### src/rtl/input_debouncer_if.sv
// Pin-side bundle for the debouncer: raw pins in, clean level and edge strobes out.
// The debouncer takes the slave view; whatever drives the pins and consumes O takes master.
interface input_debouncer_if #(
    parameter int unsigned WIDTH = 2
);
    logic [WIDTH-1:0] I;
    logic [WIDTH-1:0] O;
    logic [WIDTH-1:0] RISE;
    logic [WIDTH-1:0] FALL;

    modport master (
        output I,
        input  O,
        input  RISE,
        input  FALL
    );

    modport slave (
        input  I,
        output O,
        output RISE,
        output FALL
    );
endinterface

### src/rtl/input_debouncer.sv
// Per-bit two-flop synchroniser followed by a stability counter.
// O only changes after DEBOUNCE_CYCLES consecutive synchronised mismatches.
module input_debouncer #(
    parameter int unsigned WIDTH           = 2,
    parameter int unsigned DEBOUNCE_CYCLES = 60000,
    parameter int unsigned CNT_W           = 16
) (
    input logic              CLK,
    input logic              RESETN,
    input_debouncer_if.slave bus
);

    localparam logic [CNT_W-1:0] CntLast = CNT_W'(DEBOUNCE_CYCLES - 1);

    if (DEBOUNCE_CYCLES < 1 || DEBOUNCE_CYCLES > (2 ** CNT_W) - 1) begin : g_bad_cfg
        $error("input_debouncer: DEBOUNCE_CYCLES out of range for CNT_W");
    end

    logic [WIDTH-1:0] s1_q;
    logic [WIDTH-1:0] s_q;
    logic [WIDTH-1:0] o_q, o_d;
    logic [WIDTH-1:0] rise_q, rise_d;
    logic [WIDTH-1:0] fall_q, fall_d;
    logic [CNT_W-1:0] cnt_q [WIDTH];
    logic [CNT_W-1:0] cnt_d [WIDTH];

    // Any cycle where the synchronised pin agrees with O restarts qualification.
    always_comb begin
        o_d    = o_q;
        rise_d = '0;
        fall_d = '0;
        for (int b = 0; b < WIDTH; b++) begin
            cnt_d[b] = '0;
            if (s_q[b] != o_q[b]) begin
                if (cnt_q[b] == CntLast) begin
                    o_d[b]    = s_q[b];
                    rise_d[b] = s_q[b];
                    fall_d[b] = ~s_q[b];
                end else begin
                    cnt_d[b] = cnt_q[b] + 1'b1;
                end
            end
        end
    end

    always_ff @(posedge CLK or negedge RESETN) begin
        if (!RESETN) begin
            s1_q   <= '0;
            s_q    <= '0;
            o_q    <= '0;
            rise_q <= '0;
            fall_q <= '0;
            for (int b = 0; b < WIDTH; b++) begin
                cnt_q[b] <= '0;
            end
        end else begin
            s1_q   <= bus.I;
            s_q    <= s1_q;
            o_q    <= o_d;
            rise_q <= rise_d;
            fall_q <= fall_d;
            for (int b = 0; b < WIDTH; b++) begin
                cnt_q[b] <= cnt_d[b];
            end
        end
    end

    assign bus.O    = o_q;
    assign bus.RISE = rise_q;
    assign bus.FALL = fall_q;

endmodule

### src/flat_wrapper.sv
// flat-port wrapper written by rule: the top's interface ports become plain ports
module input_debouncer_flat 
#(
    parameter int unsigned WIDTH           = 2,
    parameter int unsigned DEBOUNCE_CYCLES = 60000,
    parameter int unsigned CNT_W           = 16
)
  (CLK, RESETN, bus_I, bus_O, bus_RISE, bus_FALL);
  input_debouncer_if #(.WIDTH(WIDTH)) bus_i ();
  input logic CLK;
  input logic RESETN;
  input wire logic [$bits(bus_i.I)-1:0] bus_I;
  output wire logic [$bits(bus_i.O)-1:0] bus_O;
  output wire logic [$bits(bus_i.RISE)-1:0] bus_RISE;
  output wire logic [$bits(bus_i.FALL)-1:0] bus_FALL;
  assign bus_i.I = bus_I;
  assign bus_O = bus_i.O;
  assign bus_RISE = bus_i.RISE;
  assign bus_FALL = bus_i.FALL;
  input_debouncer #(.WIDTH(WIDTH), .DEBOUNCE_CYCLES(DEBOUNCE_CYCLES), .CNT_W(CNT_W)) u_core (.CLK(CLK), .RESETN(RESETN), .bus(bus_i));
endmodule
### config.mk
export PLATFORM = sky130hd
export DESIGN_NAME = input_debouncer_flat
export DESIGN_NICKNAME = d
export VERILOG_FILES = /design/src/rtl/input_debouncer_if.sv /design/src/rtl/input_debouncer.sv /design/src/flat_wrapper.sv
export SDC_FILE = /design/constraint.sdc
export NUM_CORES = 1
export LEC_CHECK = 0
export BUFFER_PORTS_ARGS = -buffer_cell sky130_fd_sc_hd__buf_2
export CORE_ASPECT_RATIO = 1.2
export CORE_MARGIN = 5
export CORE_UTILIZATION = 50
export CTS_BUF_LIST = sky130_fd_sc_hd__clkbuf_4
export CTS_CLUSTER_DIAMETER = 60
export DETAILED_ROUTE_END_ITERATION = 16
export HOLD_SLACK_MARGIN = 0.03
export PLACE_DENSITY = 0.73
export SYNTH_ARGS = -nofsm -noshare
export SYNTH_HDL_FRONTEND = slang
export SYNTH_SLANG_ARGS = --single-unit
export TNS_END_PERCENT = 1
### constraint.sdc
create_clock -name CLK -period 1.4 [get_ports CLK]
set_input_delay 0.07 -clock CLK [delete_from_list [all_inputs] [get_ports CLK]]
set_output_delay 0.07 -clock CLK [all_outputs]
set_load 0.005 [all_outputs]
== Word level (Yosys, flattened, before mapping) ==
Cells that the tools add are included.
Storage, ports and cells
  output and inout port bits: 6
  logic and storage cells: 30
  register bits after elaboration: 42
  input bits: 4
Cells by class
  eq/ne operators: 4
  multiplexer cells: 12
  bitwise operators: 2
  reduce and logical (&&, ||, !) cells: 2
  add/sub/neg operators: 2
Operators with widths (count)
  16-bit 2-to-1 mux: 4
  16-bit by 1-bit adder with 16-bit output (second input constant): 2
  16-bit == test (second input constant): 2
  1-bit 2-to-1 mux: 8
  2-bit AND reduction: 2
  1-bit != test: 2
  1-bit NOT: 2

== Depth between registers and ports, before layout ==
  depth after elaboration: 3
  depth in mapped cells: 7
  depth with buffers taken out: 5

== Worst setup path before layout ==
No wires, ideal clock.
  path type: register to register
  from: reg u_core.cnt_q[0] (netlist bit)
  to: reg u_core.o_q[1] (netlist: u_core.bus.O[1])
  arrival: 1.384 ns
  stages on the path, launching flop included: 6
  setup time: 0.128 ns
  required time: 1.272 ns
  path slack: -0.112 ns
  buffers on the path: 1
  period minus slack after synthesis: 1.512 ns
  path through: dfrtp_1 ha_1 and4_1 buf_2 nand4_2 mux2_1
Between the ends
  longest elaborated chain between the ends: 2
RTL lines
  from (decl): RTL line input_debouncer.sv:24  | logic [CNT_W-1:0] cnt_q [WIDTH];
  from (signal, indexed assignment): RTL line input_debouncer.sv:63  | cnt_q[b] <= cnt_d[b];
  16-bit == test: RTL line input_debouncer.sv:35  | if (cnt_q[b] == CntLast) begin
  2-bit AND reduction (no source line)
  to (signal assigned): RTL line input_debouncer.sv:50  | o_q <= '0;
  to (signal assigned): RTL line input_debouncer.sv:59  | o_q <= o_d;
  to (decl): RTL line input_debouncer.sv:21  | logic [WIDTH-1:0] o_q, o_d;
No other way between the ends.
A chain may end at the register's enable or synchronous reset.

==> impl_metrics.env <==
export IMPL_status="finished, violations left"
export IMPL_violations="negative setup slack"
export IMPL_endpoint_kind="flop"
export IMPL_grt_total_usage_pct=17.6
export IMPL_async_reset_ff_share_pct=100
export IMPL_ys_flop_type="dfrtp_1"
export IMPL_layout_nets=228
export IMPL_worst_ep_required_time_ps=1660
export IMPL_dp_worst_setup_slack_ps=-79.4
export IMPL_p_leak_nw=1.16
export IMPL_numCtsBuffers=5
export IMPL_drive_gt1_share_pct=35.0
export IMPL_hold_violations=0
export IMPL_rsz0062_at_grt="true"
export IMPL_routabilityCongestion=0.876
export IMPL_coreArea_sq_um=3880
export IMPL_p_seq_share_pct=58.5
export IMPL_die_h_um=78.6
export IMPL_slowest_stage="nor4_1"
export IMPL_wl_per_cell_um=14.6
export IMPL_fmax_mhz=655
export IMPL_rows=25
export IMPL_postSynthCellCount=176
export IMPL_clockRootBuffer="clkbuf_4"
export IMPL_critPathBufInv=1
export IMPL_synthDominantCellAreaShare_pct=53.5
export IMPL_first_global_vias=1593
export IMPL_cp_arrival_ps=1790
export IMPL_overflow=0
export IMPL_clock_latency_ps=360
export IMPL_synth_nets=182
export IMPL_postLayoutCellArea_sq_um=2520
export IMPL_finalSetupViolCount=8
export IMPL_slew_violations=0
export IMPL_syn_area_sq_um=1960
export IMPL_tightest_slew_ps=511
export IMPL_synthTopCellsByCount="dfrtp_1, nor2_1, xor2_1"
export IMPL_synth_most_common_cell="dfrtp_1"
export IMPL_grt_pass1_wl_um=7060
export IMPL_dieArea_sq_um=5280
export IMPL_clkPwrFrac_pct=36.4
export IMPL_h_tree_depth=2
export IMPL_path_depth=5
export IMPL_r2r_start="u_core.cnt_q[21]"
export IMPL_io_buffers=9
export IMPL_place_area_sq_um=2300
export IMPL_setup_tns_ps=-259
export IMPL_initial_core_util_pct=50.6
export IMPL_synth_edf_count=0
export IMPL_path_max_fanout=4
export IMPL_start_kind="flop"
export IMPL_dp_hpwl_um=2790
export IMPL_max_slew_margin_pct=66.0
export IMPL_fin_crit_sh_pct=109
export IMPL_hold_ws_ps=284
export IMPL_min_period_ps=1530
export IMPL_p_per_area_nw_per_um2=850
export IMPL_yosys_top_cells_area="dfrtp_1, xor2_1, nor2_1"
export IMPL_clock_sinks=42
export IMPL_viasPerCell=5.34
export IMPL_clk_pin_slew_ps=130
export IMPL_avgSynthCellArea_sq_um=11.2
export IMPL_vdd_drop_max_uv=529
export IMPL_worstRegToRegCells=5
export IMPL_skew_ps=12.5
export IMPL_wirelength_um=4040
export IMPL_yosys_warnings=0
export IMPL_clockBufferDepth=2
export IMPL_cts_tree="yes"
export IMPL_die_width_um=67.2
export IMPL_switching_share_pct=22.8
export IMPL_fillerInstances=314
export IMPL_yosys_area_top_type="dfrtp_1"
export IMPL_via_count=1478
export IMPL_path_cells="buf_4 > nand4_1 > nor4_1 > xnor2_1 > nor2_1"
export IMPL_drt_pass1_iter_count=4
export IMPL_crit_start="u_core.cnt_q[21]"
export IMPL_setup_slack_ps=-127
export IMPL_pin_count=10
export IMPL_antenna_cells=0
export IMPL_hp_class="in -> async"
export IMPL_p_comb_share_pct=5.1
export IMPL_antenna_left=0
export IMPL_critPathMaxStageDelay_ps=440
export IMPL_critPathKind="reg -> reg"
export IMPL_drt_iter0_drc=70
export IMPL_grt_start_max_net_pins=43
export IMPL_cpLargestDelayFamily="simple AND/OR/NAND/NOR gates"
export IMPL_drc=0
export IMPL_synth_cell_types=35
export IMPL_p_int_w=0.00165
export IMPL_ys_ff_latch=42
export IMPL_synth_seq_area_share_pct=53.5
export IMPL_maxCapViolCount=0
export IMPL_power_switching_w=0.000486
export IMPL_area_delta_synth_final_pct=28.2
export IMPL_antenna_found_initial=0
layout by cell type, fill, tap and decap left out, types with 3 or more instances in the layout:
cell / count
nor3b_1: 3
nand4_1: 13
nor2_1: 28
xnor2_1: 10
xor2_1: 19
and3_1: 6
dfrtp_1: 42
nand2_1: 9
dlygate4sd3_1: 3
nand3_1: 4
buf_4: 27
buf_6: 4
nor4_2: 3
buf_2: 9
clkbuf_4: 5
and4_4: 4
through the flow:
stage | power [W] | std cells | util [%]
floorplan | 0.00131 | 176 | -
global placement | 0.00137 | 263 | 59.2
detailed placement | 0.00137 | 263 | 59.2
CTS | 0.00217 | 274 | 62.8
global route | 0.00225 | 277 | 64.9
finish | 0.00214 | 277 | 64.9
kinds of logic after synthesis:
| logic type | count (synthesis) | share of synthesized area (%) |
|---|---|---|
| AOI/OAI and AO/OA | 2 | 0.509 |
| DFF | 42 | 53.5 |
| and+or+nand+nor | 94 | 29.0 |
| muxes | 2 | 1.15 |
| xor gates and xnor gates | 29 | 12.9 |
| adders and majority gates | 2 | 1.27 |
| buffers and inverters | 5 | 1.59 |
final timing paths:
path                                    endpoint  slack (ps)
worst max-delay path            u_core.cnt_q[31]        -130
max in group asynchronous       u_core.cnt_q[29]         750
min in group CLK                   u_core.s_q[0]         350
worst min register to register     u_core.s_q[0]         350
worst max register to register  u_core.cnt_q[31]        -130
worst min-delay path            u_core.cnt_q[18]         280
layout make-up:
| class | count | area, sq um | area share [%] |
|---|---|---|---|
| Sequential cell | 42 | 1050 | 41.8 |
| Multi-Input combinational cell | 129 | 993 | 39.5 |
| Timing Repair Buffer | 43 | 323 | 12.8 |
| Tap cell | 54 | 67.6 | 2.69 |
| Clock inverter | 3 | 40.0 | 1.59 |
| Clock buffer | 5 | 37.5 | 1.49 |
| Inverter | 1 | 3.75 | 0.149 |
what timing repair did:
item / CTS / global route
hold buffers: 3 / 0
setup buffers: 0 / 3
pin swaps: 1 / 6
endpoints found under the setup margin: 33 / 29
endpoints found under the hold margin: 44 / 0
gates resized for setup: 6 / 13
registers in the layout (all words and copies together), names as in the netlist:
register and cells:
u_core.s_q 2, u_core.bus.FALL 2, u_core.cnt_q 32, u_core.s1_q 2
u_core.bus.O 2, u_core.bus.RISE 2
tightest hold or removal path: cells and delay by family:
kind | cells | cell delay, ps
buf+inv | 3 | 1040
power by group through the flow:
stage          sequential (W)  clock (W)  combinational [W]
6_report              0.00125   0.000778           0.000109
5_1_grt               0.00126   0.000864           0.000125
4_1_cts               0.00125   0.000816           0.000107
3_5_place_dp          0.00127          0          0.0000984
3_3_place_gp          0.00127          0          0.0000947
2_1_floorplan         0.00127          0          0.0000423
metal layers:
layer,GRT usage (%),up-vias,wire length [um]
met5,0,-,0
met4,8.11,0,116
met3,4.86,10,98
met2,30.9,17,2260
met1,19.0,743,1570
li1,-,708,-
Power figures use the tool's default switching activity.
